[src/rtl/uart_pkg.sv]
// Shared widths and FSM state encodings for the UART subsystem.
package uart_pkg;

    localparam int DATA_WIDTH = 8;
    localparam int FIFO_DEPTH = 16;
    localparam int PTR_WIDTH  = 5;
    localparam int ADDR_WIDTH = PTR_WIDTH - 1;

    typedef enum logic [1:0] {
        TX_IDLE,
        TX_START,
        TX_DATA,
        TX_STOP
    } tx_state_e;

    typedef enum logic [2:0] {
        RX_IDLE,
        RX_START,
        RX_DATA,
        RX_STOP,
        RX_VALID
    } rx_state_e;

endpackage

[src/rtl/uart_core.sv]
// 8N1 UART transceiver: independent TX shifter and mid-bit sampling RX with a valid/ready output.
module uart_core
    import uart_pkg::*;
#(
    parameter int CLOCK_FREQ = 125_000_000,
    parameter int BAUD_RATE  = 115_200
) (
    input  logic                  clk,
    input  logic                  rst,
    input  logic [DATA_WIDTH-1:0] data_in,
    input  logic                  data_in_valid,
    output logic                  data_in_ready,
    output logic [DATA_WIDTH-1:0] data_out,
    output logic                  data_out_valid,
    input  logic                  data_out_ready,
    input  logic                  serial_in,
    output logic                  serial_out
);

    localparam int SYMBOL_EDGE_TIME = CLOCK_FREQ / BAUD_RATE;
    localparam int CNT_WIDTH        = $clog2(SYMBOL_EDGE_TIME);
    localparam logic [CNT_WIDTH-1:0] BIT_LAST  = CNT_WIDTH'(SYMBOL_EDGE_TIME - 1);
    localparam logic [CNT_WIDTH-1:0] HALF_LAST = CNT_WIDTH'(SYMBOL_EDGE_TIME / 2 - 1);

    tx_state_e             tx_state_q;
    logic [CNT_WIDTH-1:0]  tx_cnt_q;
    logic [2:0]            tx_bit_q;
    logic [DATA_WIDTH-1:0] tx_shift_q;

    always_ff @(posedge clk or posedge rst) begin
        if (rst) begin
            tx_state_q    <= TX_IDLE;
            tx_cnt_q      <= '0;
            tx_bit_q      <= '0;
            tx_shift_q    <= '0;
            serial_out    <= 1'b1;
            data_in_ready <= 1'b1;
        end else begin
            case (tx_state_q)
                TX_IDLE: begin
                    if (data_in_valid && data_in_ready) begin
                        tx_shift_q    <= data_in;
                        tx_cnt_q      <= '0;
                        serial_out    <= 1'b0;
                        data_in_ready <= 1'b0;
                        tx_state_q    <= TX_START;
                    end
                end
                TX_START: begin
                    if (tx_cnt_q == BIT_LAST) begin
                        tx_cnt_q   <= '0;
                        tx_bit_q   <= '0;
                        serial_out <= tx_shift_q[0];
                        tx_state_q <= TX_DATA;
                    end else begin
                        tx_cnt_q <= tx_cnt_q + 1'b1;
                    end
                end
                TX_DATA: begin
                    if (tx_cnt_q == BIT_LAST) begin
                        tx_cnt_q <= '0;
                        if (tx_bit_q == 3'd7) begin
                            serial_out <= 1'b1;
                            tx_state_q <= TX_STOP;
                        end else begin
                            tx_bit_q   <= tx_bit_q + 1'b1;
                            tx_shift_q <= tx_shift_q >> 1;
                            serial_out <= tx_shift_q[1];
                        end
                    end else begin
                        tx_cnt_q <= tx_cnt_q + 1'b1;
                    end
                end
                TX_STOP: begin
                    if (tx_cnt_q == BIT_LAST) begin
                        tx_cnt_q      <= '0;
                        data_in_ready <= 1'b1;
                        tx_state_q    <= TX_IDLE;
                    end else begin
                        tx_cnt_q <= tx_cnt_q + 1'b1;
                    end
                end
                default: tx_state_q <= TX_IDLE;
            endcase
        end
    end

    rx_state_e             rx_state_q;
    logic [1:0]            rx_sync_q;
    logic                  rx_prev_q;
    logic [CNT_WIDTH-1:0]  rx_cnt_q;
    logic [2:0]            rx_bit_q;
    logic [DATA_WIDTH-1:0] rx_shift_q;
    logic                  rx_in;

    // Two-flop synchroniser; its fixed delay shifts every sample point equally.
    assign rx_in = rx_sync_q[1];

    always_ff @(posedge clk or posedge rst) begin
        if (rst) begin
            rx_state_q     <= RX_IDLE;
            rx_sync_q      <= 2'b11;
            rx_prev_q      <= 1'b1;
            rx_cnt_q       <= '0;
            rx_bit_q       <= '0;
            rx_shift_q     <= '0;
            data_out       <= '0;
            data_out_valid <= 1'b0;
        end else begin
            rx_sync_q <= {rx_sync_q[0], serial_in};
            rx_prev_q <= rx_in;
            if (data_out_valid && data_out_ready) begin
                data_out_valid <= 1'b0;
            end
            case (rx_state_q)
                RX_IDLE: begin
                    if (rx_prev_q && !rx_in) begin
                        rx_cnt_q   <= '0;
                        rx_state_q <= RX_START;
                    end
                end
                RX_START: begin
                    if (rx_cnt_q == HALF_LAST) begin
                        rx_cnt_q   <= '0;
                        rx_bit_q   <= '0;
                        rx_state_q <= rx_in ? RX_IDLE : RX_DATA;
                    end else begin
                        rx_cnt_q <= rx_cnt_q + 1'b1;
                    end
                end
                RX_DATA: begin
                    if (rx_cnt_q == BIT_LAST) begin
                        rx_cnt_q   <= '0;
                        rx_shift_q <= {rx_in, rx_shift_q[DATA_WIDTH-1:1]};
                        if (rx_bit_q == 3'd7) begin
                            rx_state_q <= RX_STOP;
                        end else begin
                            rx_bit_q <= rx_bit_q + 1'b1;
                        end
                    end else begin
                        rx_cnt_q <= rx_cnt_q + 1'b1;
                    end
                end
                RX_STOP: begin
                    if (rx_cnt_q == BIT_LAST) begin
                        rx_cnt_q   <= '0;
                        rx_state_q <= RX_VALID;
                    end else begin
                        rx_cnt_q <= rx_cnt_q + 1'b1;
                    end
                end
                RX_VALID: begin
                    data_out       <= rx_shift_q;
                    data_out_valid <= 1'b1;
                    rx_state_q     <= RX_IDLE;
                end
                default: rx_state_q <= RX_IDLE;
            endcase
        end
    end

endmodule

[src/rtl/uart_fifo.sv]
// 16x8 synchronous FIFO with wrap-bit pointers; the read data is shown from the head slot.
module uart_fifo
    import uart_pkg::*;
(
    input  logic                  clk,
    input  logic                  rst,
    input  logic                  wr_en_i,
    input  logic [DATA_WIDTH-1:0] din_i,
    input  logic                  rd_en_i,
    output logic [DATA_WIDTH-1:0] dout_o,
    output logic                  full_o,
    output logic                  empty_o
);

    logic [DATA_WIDTH-1:0] fifo_reg [FIFO_DEPTH];
    logic [PTR_WIDTH-1:0]  wr_ptr;
    logic [PTR_WIDTH-1:0]  rd_ptr;
    logic                  push;
    logic                  pop;

    assign empty_o = (wr_ptr == rd_ptr);
    assign full_o  = (wr_ptr[ADDR_WIDTH-1:0] == rd_ptr[ADDR_WIDTH-1:0]) &&
                     (wr_ptr[PTR_WIDTH-1] != rd_ptr[PTR_WIDTH-1]);

    assign push   = wr_en_i && !full_o;
    assign pop    = rd_en_i && !empty_o;
    assign dout_o = fifo_reg[rd_ptr[ADDR_WIDTH-1:0]];

    // Storage carries no reset; only the pointers define what is valid.
    always_ff @(posedge clk) begin
        if (push) begin
            fifo_reg[wr_ptr[ADDR_WIDTH-1:0]] <= din_i;
        end
    end

    always_ff @(posedge clk or posedge rst) begin
        if (rst) begin
            wr_ptr <= '0;
            rd_ptr <= '0;
        end else begin
            if (push) begin
                wr_ptr <= wr_ptr + 1'b1;
            end
            if (pop) begin
                rd_ptr <= rd_ptr + 1'b1;
            end
        end
    end

endmodule

[src/rtl/uart_top.sv]
// UART subsystem: received bytes land in the RX FIFO; start_tx drains the TX FIFO onto the line.
module uart_top
    import uart_pkg::*;
#(
    parameter int CLOCK_FREQ = 125_000_000,
    parameter int BAUD_RATE  = 115_200
) (
    input  logic clk,
    input  logic rst,
    input  logic start_tx,
    input  logic serial_rx,
    output logic serial_tx
);

    logic [DATA_WIDTH-1:0] core_din;
    logic                  core_din_valid;
    logic                  core_din_ready;
    logic [DATA_WIDTH-1:0] core_dout;
    logic                  core_dout_valid;
    logic                  core_dout_ready;

    logic [DATA_WIDTH-1:0] rx_fifo_dout_unused;
    logic                  rx_fifo_full_unused;
    logic                  rx_fifo_empty_unused;

    logic                  tx_wr_en;
    logic [DATA_WIDTH-1:0] tx_wr_data;
    logic [DATA_WIDTH-1:0] tx_fifo_dout;
    logic                  tx_fifo_full_unused;
    logic                  tx_fifo_empty;
    logic                  tx_pop;

    logic                  sending;
    logic                  tx_valid_q;
    logic [DATA_WIDTH-1:0] tx_data_q;

    uart_core #(
        .CLOCK_FREQ(CLOCK_FREQ),
        .BAUD_RATE (BAUD_RATE)
    ) uart_i (
        .clk           (clk),
        .rst           (rst),
        .data_in       (core_din),
        .data_in_valid (core_din_valid),
        .data_in_ready (core_din_ready),
        .data_out      (core_dout),
        .data_out_valid(core_dout_valid),
        .data_out_ready(core_dout_ready),
        .serial_in     (serial_rx),
        .serial_out    (serial_tx)
    );

    // Every received byte is acknowledged at once; a full FIFO simply drops it.
    assign core_dout_ready = core_dout_valid;

    uart_fifo fifo_rx_uart_i (
        .clk    (clk),
        .rst    (rst),
        .wr_en_i(core_dout_valid),
        .din_i  (core_dout),
        .rd_en_i(1'b0),
        .dout_o (rx_fifo_dout_unused),
        .full_o (rx_fifo_full_unused),
        .empty_o(rx_fifo_empty_unused)
    );

    // TX FIFO contents are loaded from outside this block; its write port idles here.
    assign tx_wr_en   = 1'b0;
    assign tx_wr_data = '0;

    uart_fifo fifo_tx_uart_i (
        .clk    (clk),
        .rst    (rst),
        .wr_en_i(tx_wr_en),
        .din_i  (tx_wr_data),
        .rd_en_i(tx_pop),
        .dout_o (tx_fifo_dout),
        .full_o (tx_fifo_full_unused),
        .empty_o(tx_fifo_empty)
    );

    // The valid pulse blocks a second pop while the core has not yet dropped ready.
    assign tx_pop         = sending && !tx_fifo_empty && core_din_ready && !tx_valid_q;
    assign core_din       = tx_data_q;
    assign core_din_valid = tx_valid_q;

    always_ff @(posedge clk or posedge rst) begin
        if (rst) begin
            sending    <= 1'b0;
            tx_valid_q <= 1'b0;
            tx_data_q  <= '0;
        end else begin
            tx_valid_q <= tx_pop;
            if (tx_pop) begin
                tx_data_q <= tx_fifo_dout;
            end
            if (start_tx) begin
                sending <= 1'b1;
            end else if (tx_fifo_empty) begin
                sending <= 1'b0;
            end
        end
    end

endmodule

[config.mk]
export PLATFORM = sky130hd
export DESIGN_NAME = uart_top
export DESIGN_NICKNAME = d
export VERILOG_FILES = /design/src/rtl/uart_pkg.sv /design/src/rtl/uart_core.sv /design/src/rtl/uart_fifo.sv /design/src/rtl/uart_top.sv
export SDC_FILE = /design/constraint.sdc
export NUM_CORES = 1
export LEC_CHECK = 0
export ABC_AREA = 0
export CAP_MARGIN = 20
export CELL_PAD_IN_SITES_DETAIL_PLACEMENT = 1
export CELL_PAD_IN_SITES_GLOBAL_PLACEMENT = 1
export CORE_MARGIN = 3
export CORE_UTILIZATION = 53
export CTS_BUF_LIST = sky130_fd_sc_hd__clkbuf_8
export DETAILED_ROUTE_END_ITERATION = 12
export PLACE_DENSITY = 0.95
export REMOVE_ABC_BUFFERS = 1
export SETUP_SLACK_MARGIN = 0.1
export SLEW_MARGIN = 25
export SYNTH_ARGS = -nofsm -noshare
export SYNTH_HDL_FRONTEND = slang
export SYNTH_SLANG_ARGS = --single-unit
[constraint.sdc]
create_clock -name clk -period 3.5 [get_ports clk]
set_clock_uncertainty 0.1 [all_clocks]
set_input_delay 0.7 -clock clk [delete_from_list [all_inputs] [get_ports clk]]
set_output_delay 0.7 -clock clk [all_outputs]
set_load 0.01 [all_outputs]
* Word-level counts from Yosys, hierarchy flattened
Index checks and enable logic that the tools add are counted.
Storage, ports and cells: bits in registers 41, input port bits 4, output and inout bits 1, logic and storage cells 70
Operators by class: add/sub/neg operators 3, equal/unequal tests 11, multiplexer cells 26, reduce and logical (&&, ||, !) cells 20
Operators with widths (count):
- $mux 8 | 3
- $mux 11 | 2
- $pmux 11 s2 | 1
- $pmux 8 s2 | 1
- $reduce_and 4->1 | 3
- $add 11x1->11 const B | 1
- $eq 11x11->1 const B | 1
- $mux 2 | 5
- $ne 2x1->1 const B | 5
- $mux 3 | 3
- $pmux 2 s4 | 1
- $reduce_bool 2->1 | 4
- $mux 1 | 7
- $pmux 3 s2 | 1
- $add 5x1->5 const B | 1
- $logic_and 1x1->1 | 5
- $logic_not 5->1 | 1
- $reduce_and 5->1 | 1
- $eq 2x2->1 const B | 2
- $add 3x1->3 const B | 1
- $eq 3x3->1 const B | 1
- $pmux 1 s3 | 1
- $reduce_and 3->1 | 1
- $reduce_bool 3->1 | 1
- other kinds (6) | 7

* Logic depth before layout (Yosys ltp)
Gate-level depths: netlist of run 1.
depth in word-level cells 6, gate-level depth with buffers 7, mapped depth without buffers 6

* Modules after synthesis
A second synthesis of run 1 with hierarchy kept.
Unflattened totals: cells, all modules 604, area total of the unflattened synthesis 9218.8 um^2
Modules (own cells, without submodules):
- uart_fifo | instances 1, cells each 280, area an instance 5596.6 um^2, seq. area each 4093.9 um^2
- uart_core | instances 1, cells each 300, area an instance 3209.3 um^2, seq. area each 1582.8 um^2
- uart_top | instances 1, cells each 24, area an instance 412.9 um^2, seq. area each 250.2 um^2

* Worst setup path after synthesis of run 1
No wires, ideal clock.
path type register to register, start point register uart_i.tx_cnt_q[0], end point register uart_i.tx_state_q[1], library setup time 0.128 ns, data arrival time 2.099 ns, data required time 3.272 ns, setup slack 1.174 ns, cell stages (with the launch flop) 8, buffers on the path 1, period minus slack after synthesis 2.326 ns, cells stage by stage dfrtp_1 inv_1 ha_1 or4b_4 or3_1 buf_6 a221oi_4 mux2_1
On the way: word-level cells in the longest chain between the ends 3, elaborated cells on any way between the ends 5, classes of those cells eq/ne (4); reduce/logical (1)
RTL lines:
- start: declaration | RTL line uart_core.sv:26 | logic [CNT_WIDTH-1:0] tx_cnt_q;
- start signal: assignment | RTL line uart_core.sv:56 | tx_cnt_q <= tx_cnt_q + 1'b1;
- start signal: assignment | RTL line uart_core.sv:71 | tx_cnt_q <= tx_cnt_q + 1'b1;
- start signal: assignment | RTL line uart_core.sv:80 | tx_cnt_q <= tx_cnt_q + 1'b1;
- $eq 11x11->1 * | RTL line uart_core.sv:50, uart_core.sv:60, uart_core.sv:75
- $ne 2x1->1 (no line)
- $reduce_and 5->1 (no line) *
- end signal: assignment | RTL line uart_core.sv:54 | tx_state_q <= TX_DATA;
- end signal: assignment | RTL line uart_core.sv:64 | tx_state_q <= TX_STOP;
- end signal: assignment | RTL line uart_core.sv:78 | tx_state_q <= TX_IDLE;
- end: declaration | RTL line uart_core.sv:25 | tx_state_e tx_state_q;
Every way passes the cells marked *; elsewhere a longest branch is shown, timed or not. A chain may end at the register's enable or synchronous reset.

* Final worst setup path of run 1
Ends and elaborated chain as after synthesis.

==> impl_results.md, run 1 <==
* CP Class: flip-flop to flip-flop
* Iteration count of the initial detailed-routing pass at 4
* Worst setup SP type: flip-flop
* Fmax at 389 MHz
* Starting Density at 56.3%
* Worst skew pair latency at 0.27 ns
* Post-Route Setup TNS at 0 ns
* Crit. End Element: flip-flop
* Commonest cells post-synth: dfrtp_1, inv_1
* Family with the most delay on the worst path: simple AND/OR/NAND/NOR gates
* Slew HR at 40.5%
* Setup Buffers After CTS at 0
* Die height at 57.8 um
* H-tree Lvls at 1
* Die Span X at 57.8 um
* Die ar. at 3340 um2
* Placer Congestion at 0.782
* Synth top area share at 40.5%
* Fraction of layout cells with a size suffix above 1 at 6.80%
* Clock buffer count from CTS at 3
* Post-synthesis cell type count at 37
* Final Setup Violations at 0
* CP arrival at 2.63 ns
* Worst-margin pin slew at 0.887 ns
* Maximum vdd drop at 249 uV
* First-pass GRT wire length at 5.34 mm
* Drt drc at 0
* Vias at 1084
* Antenna diode count at 0
* Top FF cell, synth: dfrtp_1
* Post-Syn Area at 1420 um2
* Area leader, netlist: dfrtp_1
* Most common cell in the netlist: dfrtp_1
* Post-DP HPWL at 2.38 mm
* Final period util at 73.4%
* Area of the multi-input gates at 712 um2
* Post-Syn Instances at 144
* Leakage power at 0.701 nW
* Post-synthesis sequential area ratio at 44.2%
* Initial DRC count at 41
* Power per cell area at 311 nW/um2
* Post-layout min period at 2.57 ns
* Final Slew Violations at 0
* Avg Synthesized Cell Area at 9.86 um2
* I/O Pins at 5
* Number of synthesis warnings at 0
* Avg WL per Cell at 17.5 um
* CP Cell Sequence: inv_1 > ha_1 > or4b_4 > or3_1 > a221oi_4 > mux2_1
* Buf/Inv on CP at 1
* Post-route ant nets at 0
* CP max-delay cell: or3_1
* Root buffer cell: clkbuf_8
* RSZ-0062 raised after global routing: no
* Rows at 18
* CP Max Fanout at 10
* CTS max path bufs at 2
* # Max-Cap Violations at 0
* I/O Buffers at 3
* CTS sink count at 25
* Vias in the first global route at 1140
* Cells taking the most area after synthesis: dfrtp_1, ha_1, nand3_1, o21ai_0, dfstp_2
* Total wire length at 3.10 mm
* Drt via density at 6.12
* Hold Path Class: flip-flop to flip-flop
* Asr flop ratio synth at 100%
* # resized after CTS at 0
* Filler instances at 288
* GR Util All Layers at 20.7%
* Crit path required time at 3.56 ns
* Core area at 2520 um2
* Post-layout util at 60.0%
* Max incr delay on CP at 0.50 ns
* Largest net degree at the start of global routing at 26
* Syn-to-layout area delta at 6.61%
* Synthesized flop and latch total at 25
* CTS tree: built
* Nets@finish at 163
* Status: completed
* CTS Hold Bufs at 0
* Clk slew on worst S/H paths at 0.09 ns
* GRT overflow at 0
* Hold Violations, Final at 0
* Antenna violations before repair at 0
* Reg area at 628 um2
* Number of synthesized flops with an enable pin at 0
[routing by layer]
layer / vias to the layer above / part of all wire [%] / GRT usage [%]
met2: 14 / 51 / 36.6
met5: - / 0 / 0
met1: 546 / 45 / 25.6
met3: 7 / 1.7 / 2.90
met4: 0 / 2.1 / 7.28
li1: 517 / - / -
[worst paths after layout]
kind	start	endpoint	slack [ns]	cells past startpoint
max in group asynchronous	rst	uart_i.tx_cnt_q[10]	2.16	2
min in group asynchronous	rst	uart_i.tx_state_q[0]	0.71	2
max	uart_i.tx_cnt_q[0]	uart_i.tx_state_q[1]	0.93	6
min	sending	sending	0.40	1
min reg2reg	sending	sending	0.40	1
max reg2reg	uart_i.tx_cnt_q[0]	uart_i.tx_state_q[1]	0.93	6
[logic make-up (layout without fill, tap and decap cells)]
group                      Yosys count  count (layout)  synth area share, %
buffers and inverters               19              22                 5.64
xor gates and xnor gates             6               6                 3.70
and+or+nand+nor                     47              47                 18.3
DFF                                 25              25                 44.2
muxes                                3               3                 2.20
adders and majority gates           11              11                 9.69
AOI/OAI and AO/OA                   33              33                 16.2
[worst reg2reg max path: cells and delay by family, from the launching register on]
| family | cells | cell delay [ns] |
|---|---|---|
| fa+ha+maj | 1 | 0.14 |
| simple gates | 2 | 0.99 |
| buf+inv | 1 | 0.09 |
| flops | 1 | 0.46 |
| mux | 1 | 0.36 |
| compound gates | 1 | 0.33 |
[cell usage in the layout (no fill, tap or decap), types with 2 or more instances in the layout]
master / instances
xor2_1: 2
nor3_1: 2
dfstp_2: 2
or3_1: 6
and3_1: 5
a22o_1: 2
clkdlybuf4s50_1: 3
ha_1: 11
nand3_1: 11
a21oi_1: 7
clkbuf_8: 3
a21o_1: 3
dfrtp_1: 23
nand2_1: 11
o21ai_0: 11
nor2_1: 3
mux2i_1: 2
o31ai_1: 2
inv_1: 13
xnor2_1: 4
nand4_1: 3
[flip-flops by register name (all words and copies together) (netlist names)]
register / cells
core_din_valid: 1
sending: 1
uart_i.tx_cnt_q: 11
uart_i.data_in_ready: 1
uart_i.tx_bit_q: 3
uart_i.serial_out: 1
uart_i.tx_state_q: 2
fifo_tx_uart_i.rd_ptr: 5
[per-stage QoR]
step	setup slack [ns]	instance area [um2]	hold slack [ns]	instances	power, mW
after floorplan	1.15	1390	0.338	139	0.300
after global placement	1.04	1470	0.357	173	0.304
after detailed placement	0.943	1470	0.374	173	0.304
after CTS	0.925	1510	0.396	177	0.475
after global routing	0.856	1510	0.424	177	0.491
final	0.932	1510	0.401	177	0.471
[layout make-up]
cell class,instances,share of cell area (%)
clock buffer,3,2.73
clock inverter,1,0.331
inverter,14,3.47
multi-input combinational,100,47.0
sequential,25,41.5
tap,30,2.48
timing repair buffer,4,2.48
[power by group]
group	internal [mW]	total, mW	switching (mW)
registers	0.289	0.290	0.000350
clock network	0.0797	0.173	0.0936
logic	0.00236	0.00818	0.00582
total	0.371	0.471	0.0998
Note: power is estimated with default switching activity, not from simulation.
==> inputs of run 2 (changes only) <==
--- a/config.mk
+++ b/config.mk
@@ -10,10 +10,10 @@
 export CELL_PAD_IN_SITES_DETAIL_PLACEMENT = 1
 export CELL_PAD_IN_SITES_GLOBAL_PLACEMENT = 1
 export CORE_MARGIN = 3
-export CORE_UTILIZATION = 53
+export CORE_UTILIZATION = 45
 export CTS_BUF_LIST = sky130_fd_sc_hd__clkbuf_8
 export DETAILED_ROUTE_END_ITERATION = 12
-export PLACE_DENSITY = 0.95
+export PLACE_DENSITY = 0.88
 export REMOVE_ABC_BUFFERS = 1
 export SETUP_SLACK_MARGIN = 0.1
 export SLEW_MARGIN = 25
==> constraint.sdc (replaced) <==
create_clock -name clk -period 2.1 [get_ports clk]
set_clock_uncertainty 0.1 [all_clocks]
set_input_delay 0.42 -clock clk [delete_from_list [all_inputs] [get_ports clk]]
set_output_delay 0.42 -clock clk [all_outputs]
set_load 0.01 [all_outputs]
==> run 2 against run 1 <==
The flow now finishes with violations (negative setup slack). Critical endpoint is now uart_i.tx_state_q[0]. Core utilization up 4.3 points. Sequential power up 67%. Global-route usage up 3.2 points. Wire length up 46%. Register-to-register slack worse by 1.2 ns. Hold slack worse by 0.024 ns. Total power up 71%. Via count up 14%. Design area up 22%. Non-clock buffer count up 21. Highest routed layer unchanged. Clock-buffer cell count unchanged. Die area up 16%.
==> impl_results.md, run 2 (synthesis gave the netlist of run 1 again) <==
* CP Cell Sequence: inv_2 > ha_4 > or4b_4 > or3_4 > a221oi_4 > buf_4 > mux2i_1
* Hold Path Class: input port to async pin
* CP Max Fanout at 3 (-7)
* Worst Setup Slack, final at -0.258 ns (-1.19 ns)
* Antenna diode count at 0 (unchanged)
* Commonest non-fill, non-tap cells in the layout: dfrtp_1, buf_4, inv_1
* Total wire length at 4.53 mm (+46%)
* CP max-delay cell: or4b_4
* Die height at 62.2 um (+7.6%)
* Sw power at 184 uW (+84%)
* I/O Buffers at 3 (unchanged)
* Worst-margin pin slew at 0.363 ns (-0.524 ns)
* DR WL met2 at 2.25 mm (+41%)
* Hold Violations, Final at 0 (unchanged)
* GR Util All Layers at 23.9% (+3.2 points)
* Crit path required time at 2.20 ns (-1.36 ns)
* Net Sw Frac at 22.8% (+1.6 points)
* Maximum vdd drop at 333 uV (+34%)
* Vias at 1233 (+14%)
* Iteration count of the initial detailed-routing pass at 4 (unchanged)
* Antenna violations before repair at 0 (unchanged)
* Placed cell area at 1610 um2 (+9.7%)
* Max incr delay on CP at 0.47 ns (-0.03 ns)
* Starting Density at 49.4% (-6.9 points)
* Post-route cell area at 1850 um2 (+22%)
* I/O Pins at 5 (unchanged)
* Worst skew pair latency at 0.29 ns (+0.02 ns)
* CTS max path bufs at 2 (unchanged)
* Family with the most delay on the worst path: simple AND/OR/NAND/NOR gates
* Fmax at 424 MHz (+8.9%)
* Worst setup SP type: flip-flop
* Rows at 19 (+1)
* Post-DP HPWL at 2.58 mm (+8.3%)
* Top layer used by detailed routing: met4
* CP Class: flip-flop to flip-flop
* Drt via density at 5.87 (-4.1%)
* Final Setup Violations at 14 (+14)
* # Max-Cap Violations at 0 (unchanged)
* Final Slew Violations at 0 (unchanged)
* Seq pwr share at 60.0% (-1.5 points)
* Commonest non-fill, non-tap cell in the layout: dfrtp_1
* Avg WL per Cell at 21.6 um (+23%)
* Buf/Inv on CP at 2 (+1)
* Initial DRC count at 65 (+59%)
* Clk slew on worst S/H paths at 0.09 ns (about the same)
* Drt drc at 0 (unchanged)
* Post-route ant nets at 0 (unchanged)
* Violated checks: negative setup slack
* Max FFs per register at 11 (unchanged)
* Syn-to-layout area delta at 30.2%
* Die ar. at 3870 um2 (+16%)
* Vias in the first global route at 1432 (+26%)
* CTS sink count at 25 (unchanged)
* Power per cell area at 435 nW/um2 (+40%)
* CP arrival at 2.46 ns (-0.17 ns)
* Tot Pwr at 805 uW (+71%)
* Fraction of layout cells with a size suffix above 1 at 31.0% (+24 points)
* RSZ-0062 raised after global routing: yes
* Final period util at 112% (+39 points)
* Post-layout min period at 2.36 ns (-0.209 ns)
* CTS tree: built
* Top flop regs: uart_i.tx_cnt_q: 11 flops, fifo_tx_uart_i.rd_ptr: 5 flops, uart_i.tx_bit_q: 3 flops
* H-tree Lvls at 1 (unchanged)
* Clk pwr share at 38.1% (+1.3 points)
* Largest net degree at the start of global routing at 26 (unchanged)
* Placer Congestion at 0.774 (-1.0%)
* Met3 WL post-DR at 131 um (+140%)
* Combinational share of power at 1.9% (+0.2 points)
* Clock buffer count from CTS at 3 (unchanged)
* Slew HR at 75.7% (+35 points)
* Core area at 2880 um2 (+14%)
* GRT overflow at 0 (unchanged)
* Post-Route Setup TNS at -2.42 ns (-2.42 ns)
* Root buffer cell: clkbuf_8
* Die Span X at 62.2 um (+7.6%)
* Internal power at 621 uW (+67%)
* Nets@finish at 184 (+13%)
* First-pass GRT wire length at 7.27 mm (+36%)
* Most flops, register: uart_i.tx_cnt_q
* Crit. End Element: flip-flop
* Status: finished with violations
* Leakage power at 0.839 nW (+20%)
* Wl on met1 at 1.88 mm (+36%)
run 2: changes by cell type in the layout (fill, tap and decap cells not counted), moves of 3 or more:
cell | before | now
buf_6 | 0 | 8
buf_4 | 1 | 14
o21ai_2 | 0 | 3
a21oi_4 | 0 | 3
a21oi_2 | 0 | 3
o21ai_0 | 11 | 2
o21ai_1 | 0 | 5
a21oi_1 | 7 | 1
run 2: final cells by class:
| type | instances | area (um2) |
|---|---|---|
| Multi-Input combinational cell | 100 | 845 |
| Clock inverter | 1 | 5.00 |
| Clock buffer | 3 | 41.3 |
| Sequential cell | 25 | 628 |
| Inverter | 14 | 52.6 |
| Tap cell | 42 | 52.6 |
| Timing Repair Buffer | 25 | 225 |
| Fill cell | 296 | 1030 |
run 2: per-layer routing:
metal	vias to the layer above	GRT usage, %
met1	620	26.2
li1	558	-
met4	0	16.9
met3	21	4.50
met5	-	0
met2	34	41.5
run 2: path summary, 6_finish.rpt:
check | start | end | slack (ns) | depth (start not counted)
max | uart_i.tx_cnt_q[0] | uart_i.tx_state_q[0] | -0.26 | 7
min | rst | uart_i.tx_cnt_q[4] | 0.38 | 3
max reg2reg | uart_i.tx_cnt_q[0] | uart_i.tx_state_q[0] | -0.26 | 7
min reg2reg | fifo_tx_uart_i.rd_ptr[4] | fifo_tx_uart_i.rd_ptr[4] | 0.41 | 1
max in group asynchronous | rst | uart_i.serial_out | 1.23 | 3
min in group clk | fifo_tx_uart_i.rd_ptr[4] | fifo_tx_uart_i.rd_ptr[4] | 0.41 | 1
run 2: what timing repair did:
action | in CTS | in global routing
buffers inserted | 5 | 1
setup endpoints to repair | 15 | 20
hold buffers | 0 | 0
pin swaps | 5 | 6
resized for setup | 29 | 19
cloned | 0 | 0
run 2: stage by stage:
stage / setup slack, ns / std cells / utilization [%] / hold WS (ns)
2_1_floorplan: -0.250 / 139 / - / 0.338
3_3_place_gp: -0.154 / 202 / 56.0 / 0.358
3_5_place_dp: -0.241 / 202 / 56.0 / 0.385
4_1_cts: -0.201 / 210 / 62.0 / 0.398
5_1_grt: -0.317 / 210 / 64.3 / 0.399
6_report: -0.258 / 210 / 64.3 / 0.376
run 2: worst register-to-register path, stage by stage, from the launching register on:
cell	delay, ns
dfrtp_1	0.42
inv_2	0.09
ha_4	0.13
or4b_4	0.47
or3_4	0.38
a221oi_4	0.28
buf_4	0.17
mux2i_1	0.23
run 2: power groups by stage:
stage                     clock network, mW  logic (mW)  registers [mW]
after detailed placement                  0      0.0161           0.492
after CTS                             0.303      0.0161           0.483
after global placement                    0      0.0158           0.492
final                                 0.306      0.0153           0.483
after global routing                  0.343      0.0178           0.483
after floorplan                           0     0.00786           0.492
==> inputs of run 3 (changes only) <==
--- a/config.mk
+++ b/config.mk
@@ -5,7 +5,6 @@
 export SDC_FILE = /design/constraint.sdc
 export NUM_CORES = 1
 export LEC_CHECK = 0
-export ABC_AREA = 0
 export CAP_MARGIN = 20
 export CELL_PAD_IN_SITES_DETAIL_PLACEMENT = 1
 export CELL_PAD_IN_SITES_GLOBAL_PLACEMENT = 1
==> constraint.sdc (replaced) <==
create_clock -name clk -period 2.1 [get_ports clk]
set_clock_uncertainty 0.1 [all_clocks]
set_input_delay 0.42 -clock clk [delete_from_list [all_inputs] [get_ports clk]]
set_output_delay 0.42 -clock clk [all_outputs]
set_load 0.05 [all_outputs]
==> run 3 against run 2 <==
The flow still finishes with violations (negative setup slack). Clock-buffer cell count stayed put. Via count up 1.1%. Combinational power is 4% higher. Sequential cell count unchanged. Sequential power barely moved.
==> impl_results.md, run 3 (synthesis gave the netlist of run 1 again) <==
* Filler instances at 305 (+3.0%)
* Worst-margin pin slew at 0.374 ns (+0.0113 ns)
* Hold Worst Slack at 0.412 ns (+0.0352 ns)
* Hold Path Class: input port to async pin
* Antenna diode count at 0 (unchanged)
* RSZ-0062 raised after global routing: yes
* Post-layout util at 63.3% (-1.0 points)
* Area of the multi-input gates at 837 um2 (-0.89%)
* CP Class: flip-flop to flip-flop
* Syn-to-layout area delta at 28.2%
* Top layer used by detailed routing: met4
* Placer Congestion at 0.769 (-0.70%)
* Iteration count of the initial detailed-routing pass at 4 (unchanged)
* # Max-Cap Violations at 0 (unchanged)
* CTS sink count at 25 (unchanged)
* Final Slew Violations at 0 (unchanged)
* Die Span X at 62.2 um (unchanged)
* Leakage power at 0.837 nW (-0.34%)
* Initial DRC count at 54 (-17%)
* Reg area at 628 um2 (unchanged)
* Vias in the first global route at 1343 (-6.2%)
* Largest net degree at the start of global routing at 26 (unchanged)
* Root buffer cell: clkbuf_8
* Crit path required time at 2.19 ns (about the same)
* CTS max path bufs at 2 (unchanged)
* Die height at 62.2 um (unchanged)
* Fraction of layout cells with a size suffix above 1 at 29.5% (-1.4 points)
* GR Util All Layers at 21.9% (-2.0 points)
* Maximum vdd drop at 323 uV (-3.2%)
* I/O Buffers at 3 (unchanged)
* First-pass GRT wire length at 6.78 mm (-6.8%)
* Hold Violations, Final at 0 (unchanged)
* Violated checks: negative setup slack
* Fmax at 430 MHz (+1.5%)
* I/O Pins at 5 (unchanged)
* Avg WL per Cell at 21.4 um (-0.73%)
* CP arrival at 2.42 ns (-0.04 ns)
* Worst skew pair latency at 0.27 ns (-0.02 ns)
* Core area at 2880 um2 (unchanged)
* Met3 WL post-DR at 133 um (+1.5%)
* DR WL met2 at 2.33 mm (+3.3%)
* Slew HR at 75.0% (-0.75 points)
* Die ar. at 3870 um2 (unchanged)
* Top flop regs: uart_i.tx_cnt_q: 11 flops, fifo_tx_uart_i.rd_ptr: 5 flops, uart_i.tx_bit_q: 3 flops
* Drt via density at 5.99 (+2.0%)
* Drt drc at 0 (unchanged)
* Antenna violations before repair at 0 (unchanged)
* Worst setup SP type: flip-flop
* Clock buffer count from CTS at 3 (unchanged)
* CP Max Fanout at 3 (unchanged)
* Commonest non-fill, non-tap cell in the layout: dfrtp_1
* Final Setup Violations at 14 (unchanged)
* Post-DP HPWL at 2.50 mm (-3.0%)
* H-tree Lvls at 1 (unchanged)
* CTS tree: built
* CTS Hold Bufs at 0 (unchanged)
* Wl on met1 at 1.91 mm (+1.2%)
* Status: finished with violations
* Most flops, register: uart_i.tx_cnt_q
* Crit. End Element: flip-flop
* Starting Density at 49.4% (unchanged)
* Total wire length at 4.45 mm (-1.7%)
* Clk slew on worst S/H paths at 0.10 ns (about the same)
* Post-route ant nets at 0 (unchanged)
* Final period util at 111% (-1.6 points)
* Worst Setup Slack, final at -0.224 ns (+0.0341 ns)
* Max FFs per register at 11 (unchanged)
* Vias at 1246 (+1.1%)
* Rows at 19 (unchanged)
* GRT overflow at 0 (unchanged)
* Commonest non-fill, non-tap cells in the layout: dfrtp_1, buf_4, inv_1
* Nets@finish at 182 (-1.1%)
* Post-layout min period at 2.32 ns (-0.0341 ns)
* Power per cell area at 439 nW/um2 (+0.84%)
[run 3: timing repair]
item                       4_1_cts  5_1_grt
pin swaps                        5        4
setup buffers                    3        2
setup endpoints to repair       15       20
resized for setup               23       17
[run 3: final timing paths]
| path | startpoint | cells after the start | slack (ns) | endpoint |
|---|---|---|---|---|
| max in group asynchronous | rst | 3 | 1.19 | uart_i.serial_out |
| min in group clk | sending | 1 | 0.42 | sending |
| worst min register to register | sending | 1 | 0.42 | sending |
| worst min-delay path | rst | 3 | 0.41 | fifo_tx_uart_i.rd_ptr[1] |
| worst max register to register | uart_i.tx_cnt_q[1] | 7 | -0.22 | uart_i.tx_state_q[0] |
| worst max-delay path | uart_i.tx_cnt_q[1] | 7 | -0.22 | uart_i.tx_state_q[0] |
[run 3: metal layers]
layer / GRT usage (%) / vias to the layer above
li1: - / 559
met5: 0 / -
met3: 2.88 / 8
met1: 25.4 / 648
met4: 9.12 / 0
met2: 40.5 / 31
[run 3: critical path, cell delays in order (launching register included)]
cell	delay, ns
dfrtp_1	0.42
inv_2	0.09
ha_4	0.13
or4b_4	0.46
or3_4	0.38
a221oi_4	0.29
buf_4	0.17
mux2i_2	0.22
[run 3: power by group]
part	switching [mW]	internal, mW
clock	0.169	0.131
sequential	0.000747	0.482
combinational	0.0107	0.00517
total	0.180	0.619
[run 3: layout make-up]
type | count | area share, %
multi-input combinational | 100 | 46.0
sequential | 25 | 34.5
timing repair buffer | 23 | 11.3
inverter | 14 | 2.89
tap | 42 | 2.89
clock buffer | 3 | 2.27
clock inverter | 1 | 0.206
[run 3: through the flow]
step	setup WS [ns]	setup TNS, ns	instance area [um2]	total power [mW]	std cells
after floorplan	-0.250	-0.511	1390	0.500	139
after global placement	-0.157	-0.424	1590	0.508	200
after detailed placement	-0.254	-1.02	1590	0.508	200
after CTS	-0.202	-1.71	1740	0.792	207
after global routing	-0.294	-2.58	1820	0.825	208
final	-0.224	-1.93	1820	0.799	208
